### config.mk
export PLATFORM = sky130hd
export DESIGN_NAME = score_tracker
export DESIGN_NICKNAME = d
export VERILOG_FILES = /design/src/rtl/score_tracker.sv
export SDC_FILE = /design/constraint.sdc
export NUM_CORES = 1
export LEC_CHECK = 0
export ABC_AREA = 1
export BUFFER_PORTS_ARGS = -buffer_cell sky130_fd_sc_hd__buf_4
export CORE_MARGIN = 4
export CORE_UTILIZATION = 35
export DETAILED_ROUTE_END_ITERATION = 10
export HOLD_SLACK_MARGIN = 0.03
export REMOVE_ABC_BUFFERS = 1
export SYNTH_ARGS = -nofsm -noshare
export SYNTH_HDL_FRONTEND = slang
export SYNTH_SLANG_ARGS = --single-unit
### constraint.sdc
create_clock -name clk -period 2.65 [get_ports clk]
set_input_delay 0.53 -clock clk [delete_from_list [all_inputs] [get_ports clk]]
set_output_delay 0.53 -clock clk [all_outputs]
set_load 0.005 [all_outputs]
### src/rtl/score_tracker.sv
// score_tracker
//   Keeps the running game state downstream of the note hit/miss checker.
//   Each rising edge of check_done is one judgement. A hit grows the combo,
//   raises the multiplier every MULT_STEP consecutive hits and adds the
//   multiplier in force before the hit to the score. A miss clears the combo
//   and costs a life, and losing the last life ends the game.
//
//   Ports
//     clk          system clock
//     reset        synchronous active-high reset, overrides everything
//     start        begin/restart a game (level, sampled every clock)
//     check_done   checker result valid; may stay high for several cycles
//     hit, miss    judgement, valid with check_done (miss wins if both set)
//     score        accumulated score, saturating
//     combo        consecutive hits since the last miss, saturating
//     multiplier   current score multiplier, 1..MAX_MULT
//     lives        remaining lives
//     playing      high while a game is running
//     game_over    high once the last life is lost
//     update_pulse one-cycle strobe following each applied judgement
module score_tracker #(
  parameter int SCORE_W   = 10,
  parameter int COMBO_W   = 7,
  parameter int LIVES     = 3,
  parameter int MULT_STEP = 4,
  parameter int MAX_MULT  = 4
) (
  input  logic               clk,
  input  logic               reset,
  input  logic               start,
  input  logic               check_done,
  input  logic               hit,
  input  logic               miss,
  output logic [SCORE_W-1:0] score,
  output logic [COMBO_W-1:0] combo,
  output logic [2:0]         multiplier,
  output logic [1:0]         lives,
  output logic               playing,
  output logic               game_over,
  output logic               update_pulse
);

  typedef enum logic [1:0] {
    IDLE = 2'd0,
    PLAY = 2'd1,
    OVER = 2'd2
  } state_t;

  localparam logic [1:0] LIVES_INIT = 2'(LIVES);

  state_t             state;
  logic               check_done_q;
  logic               ev;
  logic [COMBO_W-1:0] combo_n;
  logic [2:0]         mult_n;

  function automatic logic [COMBO_W-1:0] sat_inc_combo(input logic [COMBO_W-1:0] c);
    return (&c) ? c : c + 1'b1;
  endfunction

  function automatic logic [2:0] mult_for(input logic [COMBO_W-1:0] c);
    int m;
    m = 1 + int'(c) / MULT_STEP;
    if (m > MAX_MULT) m = MAX_MULT;
    return 3'(m);
  endfunction

  function automatic logic [SCORE_W-1:0] sat_add_score(input logic [SCORE_W-1:0] s,
                                                       input logic [2:0]         m);
    logic [SCORE_W:0] sum;
    sum = {1'b0, s} + (SCORE_W+1)'(m);
    return sum[SCORE_W] ? {SCORE_W{1'b1}} : sum[SCORE_W-1:0];
  endfunction

  // Only the rising edge of check_done counts, so a held level is one judgement.
  always_comb begin
    ev      = check_done & ~check_done_q;
    combo_n = sat_inc_combo(combo);
    mult_n  = mult_for(combo_n);
  end

  always_ff @(posedge clk) begin
    if (reset) begin
      state        <= IDLE;
      score        <= '0;
      combo        <= '0;
      multiplier   <= 3'd1;
      lives        <= LIVES_INIT;
      playing      <= 1'b0;
      game_over    <= 1'b0;
      update_pulse <= 1'b0;
      check_done_q <= 1'b0;
    end else begin
      check_done_q <= check_done;
      update_pulse <= 1'b0;
      // start reloads from any state and takes precedence over a judgement
      if (start) begin
        state      <= PLAY;
        score      <= '0;
        combo      <= '0;
        multiplier <= 3'd1;
        lives      <= LIVES_INIT;
        playing    <= 1'b1;
        game_over  <= 1'b0;
      end else if (state == PLAY && ev) begin
        update_pulse <= 1'b1;
        if (miss) begin
          combo      <= '0;
          multiplier <= 3'd1;
          if (lives <= 2'd1) begin
            lives     <= 2'd0;
            state     <= OVER;
            playing   <= 1'b0;
            game_over <= 1'b1;
          end else begin
            lives <= lives - 2'd1;
          end
        end else if (hit) begin
          combo      <= combo_n;
          multiplier <= mult_n;
          score      <= sat_add_score(score, multiplier);
        end
      end
    end
  end

endmodule

======== After elaboration in Yosys (flattened, before gate mapping) ========
Cells that the tools add are included.
storage, ports and cells
  register bits ........................... 27
  bits of input ports ..................... 6
  output and inout port bits .............. 25
  word-level logic and storage cells ...... 51
operators by class
  add/sub/neg operators ................... 4
  $lt $le $gt $ge ......................... 2
  eq/ne operators ......................... 2
  muxes and demuxes ....................... 17
  bitwise logic cells ..................... 3
  reductions and logical operators ........ 13
operator list
  cell                 number
  $mux 7               3
  $reduce_and 3->1     4
  $add 10x3->11        1
  $mux 10              1
  $mux 1               9
  $mux 3               3
  $reduce_bool 2->1    4
  $add 7x1->7 const B  1
  $reduce_and 7->1     1
  $add 1x5->6 const A  1
  $gt 6x3->1 const B   1
  $reduce_and 2->1     2
  $eq 2x1->1 const B   1
  $le 2x1->1 const B   1
  $mux 2               1
  $ne 2x2->1 const B   1
  $not 1->1            2
  $reduce_or 2->1      1
  $sub 2x1->2 const B  1
  $and 1x1->1          1
  $logic_and 1x1->1    1

======== Depth between registers and ports, before layout ========
Gate-level depths: netlist of the first run.
  depth in word-level cells ............... 7
  mapped depth ............................ 13
  gate-level depth less buffers ........... 13

======== Worst setup path before layout of the first run ========
No wires, ideal clock.
  path kind ............................... register to register
  from .................................... register combo[0]
  to ...................................... register multiplier[1]
  setup time .............................. 0.073 ns
  data arrival time ....................... 1.777 ns
  required time ........................... 2.577 ns
  slack ................................... 0.799 ns
  stages on the path, launching flop included .. 12
  buffers on the path ..................... 0
  clock period less this slack ............ 1.851 ns
  cells stage by stage .................... dfxtp_1 ha_1 or2_0 nand2_1 nand2_2 ha_1 or2_1 nand2_1 nand2_1 nor2_1 nand3b_1 a21oi_1
on the way
  longest elaborated chain between the ends .. 7
  elaborated cells between the ends (all ways) .. 8
  classes of those cells .................. 2 x add/sub; 1 x order compare; 4 x mux; 1 x reduce/logical
ends and longest elaborated chain
  item                                             line  text
  from (decl)                                      35    output logic [COMBO_W-1:0] combo,
  from (signal assigned)                           119   combo <= combo_n;
  $add 7x1->7 or $reduce_and 7->1 (tied branches)  58    return (&c) ? c : c + 1'b1;
  $mux 7 (*)                                       58
  $add 1x5->6 (*)                                  63    m = 1 + int'(c) / MULT_STEP;
  $gt 6x3->1                                       64    if (m > MAX_MULT) m = MAX_MULT;
  $mux 3 (*)                                       64
  $mux 3 (*)                                       118   end else if (hit) begin
  $mux 3 (*)                                       107   if (miss) begin
  to (signal assigned)                             120   multiplier <= mult_n;
  to (decl)                                        36    output logic [2:0] multiplier,
Every way passes the cells marked *; elsewhere a longest branch is shown, timed or not. The select of a mux whose other input is x is not followed.
A chain may end at the register's enable or synchronous reset.

======== Final worst setup path of the first run ========
  from .................................... register combo[1]
  to ...................................... register multiplier[1]
Same word-level chain as after synthesis.

==> summary.txt, run 1 <==
Logic synthesis
  • Register bit total from synthesis: 26
  • Distinct cells, synth: 35
  • Synthesized area: 0.00154 mm^2
  • Synth Instances: 224
  • Seq/Total Area, Yosys: between 30% and 40%
  • Mean Syn Cell Area: 6.86 um^2
  • Syn. warnings: 0

CTS
  • CTS root buf: clkbuf_8
  • Clk buf depth: 2
  • CTS sink cnt: 26
  • Cts repair resizes: 0
  • Clock buffer count from CTS: 3
  • Clock Latency Late Sink: 270 ps
  • Post-CTS Setup Inserts: 0
  • CTS tree: built
  • Hold_buf cts: 0
  • CTS clk-pin slew, worst paths: 90 ps
  • Htree depth: 1

Critical path
  • Worst setup EP type: flop
  • CP max FO: 7
  • Setup Crit Path Kind: reg -> reg
  • Critical Path Source Type: flop
  • Worst EP arrival: 2240 ps
  • WP data required: 2850 ps

Die
  • Die height: 74.3 um
  • Site Rows: 23
  • Core area: just over 0.004 mm^2
  • Die Wd: 74.3 um
  • Initial Utilization: 37.3%
  • Ports: 31
  • Die area: roughly 0.0055 mm^2

Final layout
  • Non-filler instance count after layout: a little over 300
  • Ant diodes: 0
  • Layout cells sized above 1: a little over a fifth
  • Final nets: 270
  • Area Overhead vs Synth: 21.1%

Routing
  • Routed wire length per instance: 11.4 um
  • DR vias/cell: 4.87
  • DRT antenna net count: 0
  • Drt pass-1 iters: 4
  • Detailed Route WL: 3500 um
  • Routed via count: 1490
  • Initial DRC Count: 78
  • DR DRC count: 0

Power and ir drop
  • Leak: 0.000808 uW
  • PwrDens: 353 mW/mm^2
  • Peak supply drop: approximately 0.17 mV

Global routing
  • Initial antenna violation count: 0
  • Vias in the first global route: ~1400
  • Global-route usage over all layers: 14.0%
  • First-pass GRT wire length: 6200 um
  • Overflow after GRT: 0
  • Pin count of the biggest net entering global routing: 20

Timing
  • Slew Limit Fails: 0
  • Minimum clock period: 2040 ps
  • Final Skew: around 2.7 ps
  • Final Cycle Share: 76.9%
  • RSZ-0062 raised after global routing: no
  • Slew @ Worst Pin: approximately 560 ps
  • Slew margin rel.: 62.5%
  • Fin. Hold Viols: 0
  • Sum of negative setup slack: 0 ps
  • FMAX: 0.491 GHz
  • Final setup violating endpoints: 0

Placement
  • GPL Wtd Cong: about 0.8
  • Number of I/O port buffers: 30
  • HPWL after DPL: approximately 2800 um
  • Placed cells: 303

Status
  • Status: finished clean

Job
  • Max_cap viols: 0

Hold path
  • Min-Delay Path Class: in -> reg
final timing paths:
check | startpoint | depth (start not counted) | endpoint | slack [ps]
worst max-delay path | combo[1] | 12 | multiplier[1] | 610
worst max register to register | combo[1] | 12 | multiplier[1] | 610
worst min register to register | state[1] | 2 | state[1] | 480
worst min-delay path | reset | 2 | check_done_q | 430
layout make-up:
type | instances | area (um^2)
flip-flops and latches | 26 | 520
fillers | 447 | 2250
repair buffers | 32 | 240
inverters | 31 | 116
clock buffers | 3 | 41.3
multi-input cells | 164 | 880
well taps | 50 | 62.6
registers in the layout, indices dropped and copies added, names as in the netlist:
name / cells
update_pulse: 1
lives: 2
state: 2
check_done_q: 1
combo: 7
score: 10
multiplier: 3
layout by cell type (no fill, tap or decap), drive strengths merged:
cell type,count
xor2,1
nand4,8
nand3b,1
o21ai,9
inv,30
buf,32
a31oi,1
ha,5
clkinv,1
o2111ai,1
or2,4
dfxtp,26
clkbuf,3
nand3,17
o21bai,1
a211oi,2
nor2,25
fa,1
nand2,58
nor3,5
xnor2,1
a21oi,24
kinds of logic after synthesis:
kind of cell    after synthesis  synth area share [%]
simple gates                118                  37.3
compound gates               38                  13.4
buf+inv                      34                  8.88
flops                        26                  33.9
fa+ha+maj                     6                  5.37
xor+xnor                      2                  1.14
report_power, final:
group          total (uW)  leakage [uW]  internal [uW]  switching, uW
Clock                 224     0.0000216            102            122
Sequential            397      0.000210            394           3.10
Combinational        34.9      0.000576           14.3           20.6
Total                 656      0.000808            510            146
cells in the mapped netlist:
master | number | area share (%)
inv_1 | 28 | 6.8
nand4_2 | 1 | 0.81
nand3_1 | 14 | 4.6
nand3_2 | 3 | 2.0
or2_1 | 1 | 0.41
a31oi_1 | 1 | 0.41
nor2_4 | 2 | 1.5
a211oi_1 | 2 | 0.98
nor3_2 | 1 | 0.65
dfxtp_1 | 26 | 34
nor3_1 | 4 | 1.3
a21oi_2 | 1 | 0.57
nand4_1 | 7 | 2.9
or2_0 | 2 | 0.81
nor2_1 | 20 | 4.9
or2_2 | 1 | 0.41
fa_1 | 1 | 1.3
ha_1 | 5 | 4.1
xnor2_1 | 1 | 0.57
inv_2 | 2 | 0.49
a21oi_1 | 23 | 7.5
o21ai_0 | 7 | 2.3
nand2_1 | 52 | 13
clkinv_1 | 1 | 0.24
buf_2 | 1 | 0.33
clkbuf_1 | 1 | 0.24
xor2_1 | 1 | 0.57
buf_6 | 1 | 0.73
nand3b_1 | 1 | 0.49
nor2_2 | 3 | 1.2
nand2_2 | 5 | 2.0
o21ai_1 | 2 | 0.65
o2111ai_1 | 1 | 0.57
nand2_4 | 1 | 0.73
o21bai_1 | 1 | 0.49
metrics by stage:
stage / utilization (%) / setup slack (ps) / hold slack [ps] / area, um^2 / total power [uW]
2_1_floorplan: - / 793 / 463 / 1520 / 423
3_3_place_gp: 44.2 / 623 / 471 / 1820 / 442
3_5_place_dp: 44.2 / 616 / 473 / 1820 / 442
4_1_cts: 45.2 / 591 / 421 / 1860 / 667
5_1_grt: 45.2 / 327 / 420 / 1860 / 685
6_report: 45.2 / 612 / 426 / 1860 / 656
critical path, stage by stage (launching register included):
cell and delay (ps):
dfxtp_1 370, ha_1 240, nand2_2 130, nor2_4 50
nand2_4 100, nand3_2 120, ha_1 250, or2_1 250
nand2_1 60, nand2_1 50, nor2_1 130, nand3b_1 90
a21oi_1 120
per-layer routing:
metal | GRT usage, % | vias to the layer above | share of wire (%)
li1 | - | 798 | -
met1 | 19.6 | 667 | 49
met2 | 22.7 | 21 | 46
met3 | 2.30 | 4 | 3.5
met4 | 2.96 | 0 | 0.86
met5 | 0 | - | 0
No activity file was read; power rests on OpenSTA's default activity.
==> run 2: changes to the inputs <==
==> constraint.sdc (replaced) <==
create_clock -name clk -period 2.1 [get_ports clk]
set_input_delay 0.42 -clock clk [delete_from_list [all_inputs] [get_ports clk]]
set_output_delay 0.42 -clock clk [all_outputs]
set_load 0.005 [all_outputs]
==> run 2 against run 1 <==
  * Setup slack got worse by 480 ps
  * Cell count rose by 1.6%
  * Clock power up 87%
  * Critical endpoint unchanged
  * Highest routed layer unchanged
==> summary.txt, run 2 (synthesized netlist as in run 1, its figures left out) <==
Status
  • Status: finished clean

Critical path
  • Critical Path, Cell by Cell: ha_2 > nand2_2 > nor2_4 > nand2_4 > nand2_2 > ha_2 > or2_1 > nand2_1 > o21ai_1 > nand3b_1 > a21oi_1
  • CP bufs+invs: 0 (unchanged)
  • Crit-path max cell delay: 400 ps (+30 ps)
  • Worst setup EP type: flop
  • Critical Path Source Type: flop
  • R2R setup slack: 130 ps (-480 ps)
  • Worst EP arrival: 2170 ps (-70 ps)
  • Setup Crit Path Kind: reg -> reg
  • CP max FO: 7 (unchanged)
  • Highest-delay cell along the critical path: dfxtp_1
  • Cell family with most CP delay: simple AND/OR/NAND/NOR gates
  • WP data required: 2310 ps (-540 ps)

Timing
  • Slew margin rel.: 63.3% (+0.76 points)
  • Fin. Hold Viols: 0 (unchanged)
  • Sum of negative setup slack: 0 ps (unchanged)
  • Final Skew: 5.96 ps (+3.28 ps)
  • Slew @ Worst Pin: 549 ps (-11.3 ps)
  • Slew Limit Fails: 0 (unchanged)
  • Minimum clock period: 1970 ps (-73.1 ps)
  • Final Cycle Share: 93.6% (+17 points)
  • FMAX: 0.509 GHz (+3.7%)
  • Final setup violating endpoints: 0 (unchanged)
  • RSZ-0062 raised after global routing: yes
  • Post-route setup slack: 135 ps (-477 ps)

Placement
  • Placed cell area: 0.00184 mm^2 (+1.2%)
  • DP Worst Slack: 90.5 ps (-526 ps)
  • GPL Wtd Cong: 0.846 (+3.1%)
  • HPWL after DPL: 2760 um (-0.29%)
  • Number of I/O port buffers: 30 (unchanged)
  • Placed cells: 306 (+0.99%)

Final layout
  • Most common cell after layout, fill and taps aside: nand2_1
  • Post-route design area: 0.00193 mm^2 (+3.7%)
  • Max reg flops: 10 (unchanged)
  • Commonest non-fill, non-tap cells in the layout: nand2_1 (52), buf_4 (36), inv_1 (28), dfxtp_1 (25), a21oi_1 (23)
  • Non-filler instance count after layout: 311 (+1.6%)
  • Final nets: 274 (+1.5%)
  • Filler Cell Count: 435 (-2.7%)
  • Ant diodes: 0 (unchanged)
  • Most flops, register: score
  • Layout cells sized above 1: 24.5% (+3.0 points)
  • Top Registers: score: 10 flops, combo: 7 flops, multiplier: 3 flops
  • Area Overhead vs Synth: 25.6%

Routing
  • Initial DRC Count: 66 (-15%)
  • DRT antenna net count: 0 (unchanged)
  • Detailed Route WL: 3590 um (+2.4%)
  • Routed wire length per instance: 11.5 um (+0.75%)
  • Routed via count: 1526 (+2.4%)
  • Drt pass-1 iters: 4 (unchanged)
  • DR vias/cell: 4.91 (+0.77%)
  • DR DRC count: 0 (unchanged)

CTS
  • Htree depth: 1 (unchanged)
  • Clk buf depth: 2 (unchanged)
  • Hold_buf cts: 0 (unchanged)
  • CTS clk-pin slew, worst paths: 90 ps (about the same)
  • CTS tree: built
  • Clock Latency Late Sink: 270 ps (about the same)
  • CTS sink cnt: 26 (unchanged)
  • CTS root buf: clkbuf_8
  • Clock buffer count from CTS: 3 (unchanged)

Power and ir drop
  • Leak: 0.000837 uW (+3.7%)
  • Final Power: 965 uW (+47%)
  • PwrDens: 500 mW/mm^2 (+42%)
  • Peak supply drop: 0.451 mV (+170%)

Die
  • Core area: 0.00412 mm^2 (unchanged)
  • Die height: 74.3 um (unchanged)
  • Die Wd: 74.3 um (unchanged)
  • Die area: 0.00551 mm^2 (unchanged)
  • Initial Utilization: 37.3% (unchanged)
  • Ports: 31 (unchanged)
  • Site Rows: 23 (unchanged)

Global routing
  • Pin count of the biggest net entering global routing: 20 (unchanged)
  • First-pass GRT wire length: 6230 um (+0.44%)
  • Overflow after GRT: 0 (unchanged)
  • Global-route usage over all layers: 14.1% (+0.16 points)
  • Vias in the first global route: 1490 (+5.1%)
  • Initial antenna violation count: 0 (unchanged)

Hold path
  • Min-Delay Path Class: in -> reg

Job
  • Max_cap viols: 0 (unchanged)
[run 2: cell count changes in the layout (fill, tap and decap cells not counted), sizes merged]
cell,delta
bufinv,+1
buf,+4
[run 2: repair_timing]
action | 4_1_cts | 5_1_grt
buffers inserted | 0 | 1
resized for setup | 0 | 4
endpoints found under the setup margin | 0 | 7
[run 2: worst register-to-register path: cells and delay by family, from the launching register on]
kind | cells | cell delay, ps
AND/OR/NAND/NOR | 7 | 760
adder cells (fa/ha/maj) | 2 | 440
flip-flops | 1 | 400
AO/OA/AOI/OAI | 2 | 310
[run 2: power by group]
part / switching, uW / internal [uW] / leakage (uW)
clock: 164 / 255 / 0.0000357
sequential: 3.69 / 497 / 0.000211
combinational: 26.4 / 18.8 / 0.000591
[run 2: final cells by class]
class / instances / area [um^2] / share of cell area, %
Clock buffer: 3 / 41.3 / 2.14
Clock inverter: 1 / 30.0 / 1.56
Inverter: 31 / 116 / 6.03
Multi-Input combinational cell: 164 / 887 / 46.0
Sequential cell: 26 / 522 / 27.0
Tap cell: 50 / 62.6 / 3.24
Timing Repair Buffer: 36 / 270 / 14.0
[run 2: per-stage QoR]
stage | hold WS [ps] | utilization (%)
after floorplan | 463 | -
after global placement | 472 | 44.8
after detailed placement | 470 | 44.8
after CTS | 302 | 46.5
after global routing | 311 | 46.9
final | 312 | 46.9
[run 2: worst paths after layout]
path | to | cells past startpoint | from
hold reg to reg | lives[0] | 2 | lives[1]
setup / recovery | multiplier[1] | 11 | combo[0]
setup reg to reg | multiplier[1] | 11 | combo[0]
hold / removal | check_done_q | 2 | reset
[run 2: routing by layer]
layer / vias to the layer above / global-route usage [%] / part of all wire, %
li1: 809 / - / -
met4: 0 / 2.77 / 0.89
met2: 26 / 24.4 / 48
met3: 4 / 3.92 / 4.2
met5: - / 0 / 0
met1: 687 / 17.7 / 47
==> run 3: changes to the inputs <==
--- a/config.mk
+++ b/config.mk
@@ -7,6 +7,7 @@
 export LEC_CHECK = 0
 export ABC_AREA = 1
 export BUFFER_PORTS_ARGS = -buffer_cell sky130_fd_sc_hd__buf_4
+export CORE_ASPECT_RATIO = 1.1
 export CORE_MARGIN = 4
 export CORE_UTILIZATION = 35
 export DETAILED_ROUTE_END_ITERATION = 10
==> constraint.sdc (replaced) <==
create_clock -name clk -period 2.1 [get_ports clk]
set_input_delay 0.21 -clock clk [delete_from_list [all_inputs] [get_ports clk]]
set_output_delay 0.21 -clock clk [all_outputs]
set_load 0.005 [all_outputs]
==> run 3 against run 2 <==
  * Sequential cell count did not move
  * Setup slack improved by 27 ps
  * Routed wire length fell by 0.53%
  * Clock skew fell by 4.2 ps
  * Final area fell by 1.1%
  * Sequential share of layout area rose by 0.30 points
  * Combinational power rose by 1%
  * Via count did not move
  * Register-to-register slack improved by 30 ps
  * Clock power fell by 22%
  * Maximum frequency rose by 1.4%
  * Sequential power barely moved
  * Critical endpoint unchanged
  * Largest cell class unchanged
  * Largest power group unchanged
==> summary.txt, run 3 (synthesized netlist as in run 1, its figures left out) <==
Timing
  • Fin. Hold Viols: 0 (unchanged)
  • Slew @ Worst Pin: 545 ps (-3.57 ps)
  • Hold_ws: 96.6 ps (-216 ps)
  • Slew Limit Fails: 0 (unchanged)
  • Final Cycle Share: 92.3% (-1.3 points)
  • RSZ-0062 raised after global routing: no
  • Minimum clock period: 1940 ps (-27.4 ps)
  • Final Skew: 1.79 ps (-4.17 ps)
  • Final setup violating endpoints: 0 (unchanged)
  • Sum of negative setup slack: 0 ps (unchanged)
  • FMAX: 0.516 GHz (+1.4%)
  • Slew margin rel.: 63.5% (+0.24 points)

Final layout
  • Max reg flops: 10 (unchanged)
  • Most flops, register: score
  • Area Overhead vs Synth: 24.2%
  • Most common cell after layout, fill and taps aside: nand2_1
  • Final core utilization: 44.5% (-2.4 points)
  • Filler Cell Count: 458 (+5.3%)
  • Post-route design area: 0.00191 mm^2 (-1.1%)
  • Commonest non-fill, non-tap cells in the layout: nand2_1 (52), buf_4 (35), inv_1 (28), dfxtp_1 (25), a21oi_1 (23)
  • Layout cells sized above 1: 23.8% (-0.67 points)
  • Top Registers: score: 10 flops, combo: 7 flops, multiplier: 3 flops
  • Ant diodes: 0 (unchanged)
  • Final nets: 273 (-0.36%)

Power and ir drop
  • Peak supply drop: 0.191 mV (-58%)
  • Leak: 0.000824 uW (-1.6%)
  • PwrDens: 458 mW/mm^2 (-8.5%)

Critical path
  • Reg2reg end: multiplier[1]
  • WP data required: 2310 ps (about the same)
  • CP max FO: 7 (unchanged)
  • Critical Path Source Type: flop
  • Worst setup EP type: flop
  • Setup Crit Path Kind: reg -> reg
  • R2R depth: 12 (+1)
  • R2R setup slack: 160 ps (+30 ps)
  • Worst EP arrival: 2150 ps (-20 ps)
  • Worst R2R Start: combo[0]

CTS
  • CTS tree: built
  • CTS clk-pin slew, worst paths: 90 ps (about the same)
  • Clock buffer count from CTS: 3 (unchanged)
  • Htree depth: 1 (unchanged)
  • Clk buf depth: 2 (unchanged)
  • Post-CTS Setup Inserts: 0 (unchanged)
  • CTS root buf: clkbuf_8
  • Clock Latency Late Sink: 270 ps (about the same)
  • CTS sink cnt: 26 (unchanged)

Routing
  • DR vias/cell: 4.86 (-0.96%)
  • Drt pass-1 iters: 4 (unchanged)
  • DR DRC count: 0 (unchanged)
  • Routed via count: 1526 (unchanged)
  • Routed wire length per instance: 11.4 um (-1.5%)
  • Initial DRC Count: 60 (-9.1%)
  • DRT antenna net count: 0 (unchanged)
  • Detailed Route WL: 3570 um (-0.53%)

Placement
  • HPWL after DPL: 2760 um (-0.16%)
  • Number of I/O port buffers: 30 (unchanged)
  • Placed cell area: 0.00185 mm^2 (+0.27%)
  • GPL Wtd Cong: 0.846 (about the same)

Global routing
  • Pin count of the biggest net entering global routing: 15 (-25%)
  • Initial antenna violation count: 0 (unchanged)
  • Overflow after GRT: 0 (unchanged)
  • First-pass GRT wire length: 6280 um (+0.79%)
  • Vias in the first global route: 1484 (-0.40%)
  • Global-route usage over all layers: 13.6% (-0.48 points)

Hold path
  • Hold depth: 2 (unchanged)
  • Min-delay src: reset
  • Worst Hold Endpoint: check_done_q
  • Min-Delay Path Class: in -> reg

Die
  • Site Rows: 25 (+8.7%)
  • Die area: 0.00552 mm^2 (about the same)
  • Core area: 0.00429 mm^2 (+4.1%)
  • Ports: 31 (unchanged)
  • Die height: 77.5 um (+4.4%)
  • Die Wd: 71.2 um (-4.1%)
  • Initial Utilization: 35.9% (-1.5 points)

Status
  • Status: finished clean

Job
  • Max_cap viols: 0 (unchanged)
==> run 3: repair_timing <==
item                       CTS  global route
gates resized for setup      0             3
hold buffers                 0             0
setup endpoints to repair    0             3
==> run 3: layer usage <==
metal / share of wire, % / GRT usage [%] / up-vias
li1: - / - / 808
met1: 45 / 15.8 / 686
met2: 48 / 24.0 / 25
met3: 5.1 / 3.37 / 7
met4: 2.1 / 4.89 / 0
met5: 0 / 0 / -
==> run 3: layout make-up <==
class | count | area (um^2) | share of cell area (%)
Multi-Input combinational cell | 164 | 885 | 46.4
Inverter | 31 | 116 | 6.10
Clock buffer | 4 | 55.1 | 2.89
Sequential cell | 26 | 522 | 27.3
Tap cell | 54 | 67.6 | 3.54
Timing Repair Buffer | 35 | 263 | 13.8
==> run 3: worst max-delay path, stage by stage, from the launching register on <==
cell and delay (ps):
dfxtp_2 350, ha_2 210, nand2_2 120, nor2_4 50
nand2_4 110, nand3_2 130, ha_2 220, or2_1 240
nand2_1 60, nand2_1 50, nor2_1 130, nand3b_1 90
a21oi_1 120
==> run 3: where the power goes <==
group	internal (uW)	leakage (uW)	switching (uW)
clock	168	0.0000288	159
sequential	497	0.000211	3.74
combinational	19.3	0.000585	26.5
total	684	0.000824	189
==> run 3: worst max-delay path by stage <==
stage                   from             to  depth (start not counted)
floorplan           combo[0]  multiplier[1]                         11
global placement    combo[0]  multiplier[1]                         12
detailed placement  combo[0]  multiplier[1]                         12
CTS                 combo[0]  multiplier[1]                         12
global route        combo[0]  multiplier[1]                         12
finish              combo[0]  multiplier[1]                         12
==> run 3: through the flow <==
step / power, uW / setup slack (ps) / std cells
final: 873 / 162 / 314
after global routing: 919 / 7.52 / 314
after CTS: 894 / 50.7 / 314
after detailed placement: 559 / 67.5 / 310
after global placement: 559 / 104 / 310
after floorplan: 533 / 243 / 221
